`src/rtl/mux4_scan_ctrl_pkg.sv`:
```
// Shared definitions for the mux4 scan sequencer: FSM state encoding,
// channel geometry and the "next enabled channel" search used when the
// channel-skip build option (MUX_SCAN_SKIP_EN) is enabled.
package mux4_scan_ctrl_pkg;

  localparam int SEL_W = 2;
  localparam int NCH   = 4;
  localparam logic [SEL_W-1:0] SEL_LAST = 2'd3;

  typedef enum logic [1:0] {
    ST_IDLE   = 2'd0,
    ST_SETTLE = 2'd1,
    ST_SAMPLE = 2'd2,
    ST_DONE   = 2'd3
  } scan_state_e;

  // Result of a channel search: found=0 means no enabled channel remains.
  typedef struct packed {
    logic             found;
    logic [SEL_W-1:0] idx;
  } chan_pick_t;

  // Lowest enabled channel with index >= lo. Walking downwards lets the
  // last hit (the lowest index) win without a break statement.
  function automatic chan_pick_t next_chan(input logic [NCH-1:0] en, input int lo);
    chan_pick_t p;
    p = '0;
    for (int i = NCH - 1; i >= 0; i--) begin
      if (i >= lo && en[i]) begin
        p.found = 1'b1;
        p.idx   = i[SEL_W-1:0];
      end
    end
    return p;
  endfunction

endpackage

```
`src/rtl/mux4_scan_ctrl_if.sv`:
```
// Bus between the control logic / mux4_1 and the scan sequencer.
// slave  : the sequencer side (mux4_scan_ctrl)
// master : the environment side (control logic plus the mux output)
interface mux4_scan_ctrl_if;
  import mux4_scan_ctrl_pkg::*;

  logic           start;
  logic           stop;
  logic [NCH-1:0] chan_en;
  logic           mux_y;
  logic           s0;
  logic           s1;
  logic [NCH-1:0] sample_data;
  logic           sample_valid;
  logic           busy;

  modport master (
    output start, stop, chan_en, mux_y,
    input  s0, s1, sample_data, sample_valid, busy
  );

  modport slave (
    input  start, stop, chan_en, mux_y,
    output s0, s1, sample_data, sample_valid, busy
  );

endinterface

```
`src/rtl/scan_dwell_cnt.sv`:
```
// Settle down-counter for the scan sequencer. load has priority over dec;
// the count saturates at zero, and zero flags the end of the dwell.
module scan_dwell_cnt #(
  parameter int CNT_W = 4
) (
  input  logic             clk,
  input  logic             rst,
  input  logic             load,
  input  logic [CNT_W-1:0] load_val,
  input  logic             dec,
  output logic             zero
);

  logic [CNT_W-1:0] cnt_q;
  logic [CNT_W-1:0] cnt_d;

  // Next count: reload wins, otherwise decrement while non-zero.
  always_comb begin
    cnt_d = cnt_q;
    if (load) begin
      cnt_d = load_val;
    end else if (dec && (cnt_q != '0)) begin
      cnt_d = cnt_q - CNT_W'(1);
    end
  end

  // Count register.
  always_ff @(posedge clk) begin
    if (rst) begin
      cnt_q <= '0;
    end else begin
      cnt_q <= cnt_d;
    end
  end

  assign zero = (cnt_q == '0);

endmodule

```
`src/rtl/mux4_scan_ctrl.sv`:
```
// mux4_scan_ctrl: steps the mux4_1 selects through channels 0..3, holds
// each select SETTLE_CYC cycles, samples mux_y once per channel and
// publishes the 4 sampled bits with a one-cycle valid pulse.
// Build option MUX_SCAN_SKIP_EN: channels with chan_en[i]=0 (captured at
// start) are skipped at zero cycle cost and read back as 0.
module mux4_scan_ctrl
  import mux4_scan_ctrl_pkg::*;
#(
  parameter int SETTLE_CYC = 2,
  parameter int CNT_W      = 4
) (
  input logic               clk,
  input logic               rst,
  mux4_scan_ctrl_if.slave   bus
);

  localparam logic [CNT_W-1:0] RELOAD = CNT_W'(SETTLE_CYC - 1);

  scan_state_e      state_q, state_d;
  logic [SEL_W-1:0] sel_q, sel_d;
  logic [NCH-1:0]   shadow_q, shadow_d;
  logic [NCH-1:0]   data_q, data_d;
  logic [NCH-1:0]   en_q, en_d;
  logic [NCH-1:0]   en_start;
  logic             cnt_load, cnt_dec, cnt_zero;
  logic             start_ok;
  chan_pick_t       first_pick, next_pick;

`ifdef MUX_SCAN_SKIP_EN
  assign en_start = bus.chan_en;
`else
  // All channels are always scanned; chan_en is deliberately ignored.
  logic chan_en_unused;
  assign chan_en_unused = ^bus.chan_en;
  assign en_start       = '1;
`endif

  // stop outranks start in IDLE and DONE.
  assign start_ok   = bus.start & ~bus.stop;
  assign first_pick = next_chan(en_start, 0);
  assign next_pick  = next_chan(en_q, int'(sel_q) + 1);

  scan_dwell_cnt #(.CNT_W(CNT_W)) u_dwell (
    .clk      (clk),
    .rst      (rst),
    .load     (cnt_load),
    .load_val (RELOAD),
    .dec      (cnt_dec),
    .zero     (cnt_zero)
  );

  // State register.
  always_ff @(posedge clk) begin
    if (rst) begin
      state_q <= ST_IDLE;
    end else begin
      state_q <= state_d;
    end
  end

  // Select, shadow, published data and captured enable mask.
  always_ff @(posedge clk) begin
    if (rst) begin
      sel_q    <= '0;
      shadow_q <= '0;
      data_q   <= '0;
      en_q     <= '0;
    end else begin
      sel_q    <= sel_d;
      shadow_q <= shadow_d;
      data_q   <= data_d;
      en_q     <= en_d;
    end
  end

  // Next-state and datapath update logic.
  always_comb begin
    state_d  = state_q;
    sel_d    = sel_q;
    shadow_d = shadow_q;
    data_d   = data_q;
    en_d     = en_q;
    cnt_load = 1'b0;
    cnt_dec  = 1'b0;
    unique case (state_q)
      ST_IDLE, ST_DONE: begin
        state_d = ST_IDLE;
        sel_d   = '0;
        if (start_ok) begin
          en_d     = en_start;
          shadow_d = '0;
          cnt_load = 1'b1;
          if (first_pick.found) begin
            sel_d   = first_pick.idx;
            state_d = ST_SETTLE;
          end else begin
            // Nothing enabled: one pass through SAMPLE on the last channel
            // (its enable is 0, so nothing is captured) leads to DONE.
            sel_d   = SEL_LAST;
            state_d = ST_SAMPLE;
          end
        end
      end
      ST_SETTLE: begin
        if (bus.stop) begin
          state_d  = ST_IDLE;
          sel_d    = '0;
          shadow_d = '0;
        end else if (cnt_zero) begin
          state_d = ST_SAMPLE;
        end else begin
          cnt_dec = 1'b1;
        end
      end
      ST_SAMPLE: begin
        if (bus.stop) begin
          state_d  = ST_IDLE;
          sel_d    = '0;
          shadow_d = '0;
        end else begin
          shadow_d[sel_q] = bus.mux_y & en_q[sel_q];
          if (next_pick.found) begin
            sel_d    = next_pick.idx;
            cnt_load = 1'b1;
            state_d  = ST_SETTLE;
          end else begin
            // Publish including the bit captured this cycle.
            data_d  = shadow_d;
            state_d = ST_DONE;
          end
        end
      end
      default: begin
        state_d = ST_IDLE;
      end
    endcase
  end

  // Output decode; selects and data come straight from registers.
  always_comb begin
    bus.s0           = sel_q[0];
    bus.s1           = sel_q[1];
    bus.sample_data  = data_q;
    bus.sample_valid = (state_q == ST_DONE);
    bus.busy         = (state_q == ST_SETTLE) || (state_q == ST_SAMPLE);
  end

endmodule

```
`src/flat_wrapper.sv`:
```
// flat-port wrapper written by rule: the top's interface ports become plain ports
module mux4_scan_ctrl_flat import mux4_scan_ctrl_pkg::*;
#(
  parameter int SETTLE_CYC = 2,
  parameter int CNT_W      = 4
)
  (clk, rst, bus_start, bus_stop, bus_chan_en, bus_mux_y, bus_s0, bus_s1, bus_sample_data, bus_sample_valid, bus_busy);
  mux4_scan_ctrl_if bus_i ();
  input logic clk;
  input logic rst;
  input wire logic [$bits(bus_i.start)-1:0] bus_start;
  input wire logic [$bits(bus_i.stop)-1:0] bus_stop;
  input wire logic [$bits(bus_i.chan_en)-1:0] bus_chan_en;
  input wire logic [$bits(bus_i.mux_y)-1:0] bus_mux_y;
  output wire logic [$bits(bus_i.s0)-1:0] bus_s0;
  output wire logic [$bits(bus_i.s1)-1:0] bus_s1;
  output wire logic [$bits(bus_i.sample_data)-1:0] bus_sample_data;
  output wire logic [$bits(bus_i.sample_valid)-1:0] bus_sample_valid;
  output wire logic [$bits(bus_i.busy)-1:0] bus_busy;
  assign bus_i.start = bus_start;
  assign bus_i.stop = bus_stop;
  assign bus_i.chan_en = bus_chan_en;
  assign bus_i.mux_y = bus_mux_y;
  assign bus_s0 = bus_i.s0;
  assign bus_s1 = bus_i.s1;
  assign bus_sample_data = bus_i.sample_data;
  assign bus_sample_valid = bus_i.sample_valid;
  assign bus_busy = bus_i.busy;
  mux4_scan_ctrl #(.SETTLE_CYC(SETTLE_CYC), .CNT_W(CNT_W)) u_core (.clk(clk), .rst(rst), .bus(bus_i));
endmodule
```
`config.mk`:
```
export PLATFORM = sky130hd
export DESIGN_NAME = mux4_scan_ctrl_flat
export DESIGN_NICKNAME = d
export VERILOG_FILES = /design/src/rtl/mux4_scan_ctrl_pkg.sv /design/src/rtl/mux4_scan_ctrl_if.sv /design/src/rtl/scan_dwell_cnt.sv /design/src/rtl/mux4_scan_ctrl.sv /design/src/flat_wrapper.sv
export SDC_FILE = /design/constraint.sdc
export NUM_CORES = 1
export LEC_CHECK = 0
export CELL_PAD_IN_SITES_DETAIL_PLACEMENT = 0
export CELL_PAD_IN_SITES_GLOBAL_PLACEMENT = 2
export CORE_AREA = 2 2 51 53
export DETAILED_ROUTE_END_ITERATION = 10
export DIE_AREA = 0 0 53 55
export DONT_BUFFER_PORTS = 1
export HOLD_SLACK_MARGIN = 0.05
export PLACE_DENSITY_LB_ADDON = 0.1
export RECOVER_POWER = 25
export REMOVE_ABC_BUFFERS = 1
export SLEW_MARGIN = 25
export SYNTH_ARGS = -nofsm -noshare
export SYNTH_HDL_FRONTEND = slang
export SYNTH_SLANG_ARGS = --single-unit
export TNS_END_PERCENT = 5
```
`constraint.sdc`:
```
create_clock -name clk -period 3.2 [get_ports clk]
set_input_delay 0.8 -clock clk [delete_from_list [all_inputs] [get_ports clk]]
set_output_delay 0.8 -clock clk [all_outputs]
set_load 0.005 [all_outputs]
```
* Word level (Yosys, flattened, before mapping) *
Cells that the tools add are included.
Widths: inputs -> output; s select.

cells by class
  $add $sub $neg = 2
  eq/ne operators = 7
  mux-type cells = 32
  magnitude comparators = 6
  bitwise logic cells = 4
  reduce and logical (&&, ||, !) cells = 17

operator list
  cell                 count
  $ge 3x32->1 const A  2
  $ge 1x32->1 const A  1
  $ge 2x32->1 const A  1
  $mux 2               7
  $mux 3               4
  $mux 4               3
  $pmux 2 s3           2
  $pmux 4 s3           1
  $mux 1               11
  $logic_and 1x1->1    6
  $ne 3x2->1 const B   2
  $reduce_and 2->1     3
  $bwmux 4             1
  $eq 2x2->1 const B   2
  $logic_not 4->1      1
  $reduce_bool 4->1    1
  $reduce_or 2->1      2
  $sub 4x1->4 const B  1
  $add 2x1->3 const B  1
  $lt 2x3->1 const B   1
  $reduce_and 3->1     1
  $and 1x1->1          2
  $bmux 1 s2           1
  $demux 1 s2          1
  9 further kinds      10

storage, ports and cells
  output and inout bits = 8
  bits of input ports = 9
  register bits after elaboration = 17
  logic and storage cells = 75

* Depth between registers and ports, before layout *
  word-level depth = 11
  gate-level depth with buffers = 6
  depth with buffers taken out = 6

* Cells and area by module *
Synthesis repeated with hierarchy kept, for this count alone.

unflattened totals
  cells, all modules = 120
  area, all modules = 1,071.0 um2

modules (own cells, without submodules)
  module          sequential area each (um2)  cells each  times used  area each (um2)
  mux4_scan_ctrl  260.2                       91          1           808.3
  scan_dwell_cnt  80.1                        29          1           262.8

* Least setup slack after synthesis *
No wires, ideal clock.

  path type = flip-flop to output port
  from = reg u_core.state_q[0]
  to = out bus_busy
  buffers on the path = 0
  data required time = 2.400 ns
  cell stages (with the launch flop) = 4
  arrival = 0.846 ns
  setup slack = 1.554 ns
  cells stage by stage = dfxtp_1 -> inv_1 -> ha_1 -> inv_1

on the way
  longest elaborated chain between the ends = 2
  elaborated cells on any way between the ends = 3
  classes of those cells = eq/ne: 2; reduce/logical: 1

RTL lines
  what                                             RTL line               RTL
  start: declaration                               mux4_scan_ctrl.sv:19   scan_state_e state_q, state_d;
  start signal: assignment                         mux4_scan_ctrl.sv:57   state_q <= state_d;
  $eq 2x1->1 / $eq 2x2->1 (equally long branches)  mux4_scan_ctrl.sv:145  bus.busy = (state_q == ST_SETTLE) || (state_q == ST_SAMPLE);
  $logic_or 1x1->1 *                               mux4_scan_ctrl.sv:145
  end: declaration                                 flat_wrapper.sv:19     output wire logic [$bits(bus_i.busy)-1:0] bus_busy;

Every way passes the cells marked *; elsewhere a longest branch is shown, timed or not.

* Worst setup path after layout *
Ends and elaborated chain as after synthesis.

==> results.yml <==
status:
  status: "finished clean"
place:
  place.gp.congestion: 0.692
  postPlaceCellArea_um2: 931
  dpl.hpwl_mm: 1.30
  port_buffers: 0
synthesis:
  avgSynthCellArea_um2: 9.06
  synth_flop_cell: "dfxtp_1"
  synth_cells: 99
  ys_seq_area_share_pct: 37.9
  synth_cell_types: 35
  synthArstFlopShare_pct: 0
  synth_area_um2: 897
  ys_ff_latch: 17
  yosys_warnings: 0
  synth_edf_count: 0
sta:
  timing.final.crit_period_ns: 2.06
  slew_headroom_pct: 58.5
  setup_viol: 0
  clock_skew_ns: 0.00232
  fmax_ghz: 0.487
  finalMaxSlewViolations: 0
  setup_tns_ns: 0
  worst_pin_slew_ns: 0.623
  rsz0062_at_grt: "false"
  hold_viol_final: 0
  fin_crit_sh_pct: 64.2
drt:
  wire_per_inst_um: 13.0
  viasPerCell: 5.17
  vias: 682
  drtIter0Drc: 12
  wl_mm: 1.71
  drc: 0
  drtAntennaViolNets: 0
  drt-pass1-iter-count: 4
global_routing:
  grt-ovfl-total: 0
  grt.total_usage_pct: 12.9
  grt_max_degree: 15
  grt_pass1_vias: 592
  grt_pass1_wl_mm: 2.69
  antenna_found_initial: 0
power:
  powerDensity_nw_per_um2: 381
  cellLeakagePower_nw: 0.344
  peakVddDrop_mv: 0.224
critical_path:
  required_ns: 2.40
  end_kind: "primary output"
  worstSetupPathType: "flip-flop to primary output"
  path_max_fanout: 5
  critical_path_arrival_ns: 1.26
  startpoint_type: "flip-flop"
layout:
  antennaDiodeCount: 0
  fin_area_um2: 947
  drive_above_1_share_pct: 9.80
  n_fill_cell: 251
  areaGrowthSynthToFinish_pct: 5.58
  layout_common_cells: "nor2_1, dfxtp_1, a21oi_1, nand2_1"
  final_nets: 117
cts:
  cts-htree-levels: 1
  post-cts-setup-buffer-count: 0
  cts.sinks: 17
  cts_resized: 0
  insertion_delay_ns: 0.29
  clk_path_buf_depth: 2
  cts.hold.buffers_added: 0
  cts_tree: "done"
  cts_root_buffer: "clkbuf_4"
  cts.clk_slew.worst_paths_ns: 0.10
  cts_made_buffers: 3
die:
  die_y_um: 55
  rows: 18
  coreArea_um2: 2360
  ios: 17
  fp.dieW_um: 53
  start_util_pct: 37.9
  dieArea_um2: 2920
hold_path:
  min_path_type: "flip-flop to flip-flop"
run:
  cap_viol_max_count: 0
==> flip-flops by register name (all words and copies together), names as in the netlist <==
register	flops
u_core.bus.sample_data	4
u_core.en_q	1
u_core.shadow_q	4
u_core.sel_q	2
u_core.state_q	2
u_core.u_dwell.cnt_q	4
==> power by group <==
part           total (mW)  switching, mW  internal, mW
clock network       0.117         0.0701        0.0464
logic              0.0258         0.0142        0.0116
registers           0.218        0.00405         0.214
==> per-stage QoR <==
step	util, %	instances	setup slack [ns]	hold WS (ns)	power (mW)
after global routing	40.1	132	1.06	0.499	0.379
after CTS	40.5	132	1.13	0.477	0.366
final	40.1	132	1.14	0.478	0.361
after global placement	39.4	128	1.47	0.436	0.250
after detailed placement	39.4	128	1.46	0.448	0.250
after floorplan	-	98	1.55	0.427	0.245
==> worst max-delay path, stage by stage (launching register included) <==
cell,delay (ns)
dfxtp_1,0.42
inv_1,0.07
ha_1,0.34
inv_1,0.14
==> cells by family (layout without fill, tap and decap cells) <==
family | count (synthesis) | in the layout | share of synthesized area, %
compound gates | 26 | 26 | 23.3
xor+xnor | 1 | 1 | 0.976
fa+ha+maj | 5 | 5 | 6.97
buf+inv | 6 | 9 | 2.51
flops | 17 | 17 | 37.9
mux | 4 | 4 | 4.46
simple gates | 40 | 40 | 23.8
==> synthesized netlist by cell type, types with 2 or more instances <==
library cell	n	share of area [%]
nor4_1	3	2.1
nor2_1	17	7.1
nand2b_1	2	1.4
a21oi_1	7	3.9
nand2_1	6	2.5
mux2i_1	4	4.5
o2bb2ai_1	2	2.0
a211oi_1	3	2.5
nor2b_1	3	2.1
inv_1	5	2.1
a21o_1	2	1.7
and2b_1	2	1.7
dfxtp_1	17	38
ha_1	5	7.0
==> path summary, 6_finish.rpt <==
path	startpoint	end	slack, ns	cells after the start
worst max register to register	u_core.state_q[0]	u_core.state_q[0]	1.44	5
worst min-delay path	u_core.shadow_q[0]	u_core.shadow_q[0]	0.48	1
worst min register to register	u_core.shadow_q[0]	u_core.shadow_q[0]	0.48	1
worst max-delay path	u_core.state_q[0]	bus_busy	1.14	3
==> final cells by class <==
class | count | area (µm²) | area share, %
clock buffers | 3 | 22.5 | 2.38
clock inverters | 1 | 5.00 | 0.528
inverters | 5 | 18.8 | 1.98
multi-input cells | 76 | 523 | 55.2
flip-flops and latches | 17 | 340 | 35.9
well taps | 30 | 37.5 | 3.96
==> layer usage <==
layer  share of wire, %  up-vias  GRT usage (%)
met4               0.93        0           5.13
met5                  0        -              0
met1                 52      311           17.4
met3                4.7        2           3.76
li1                   -      359              -
met2                 42       10           19.2
Power figures use the tool's default switching activity.
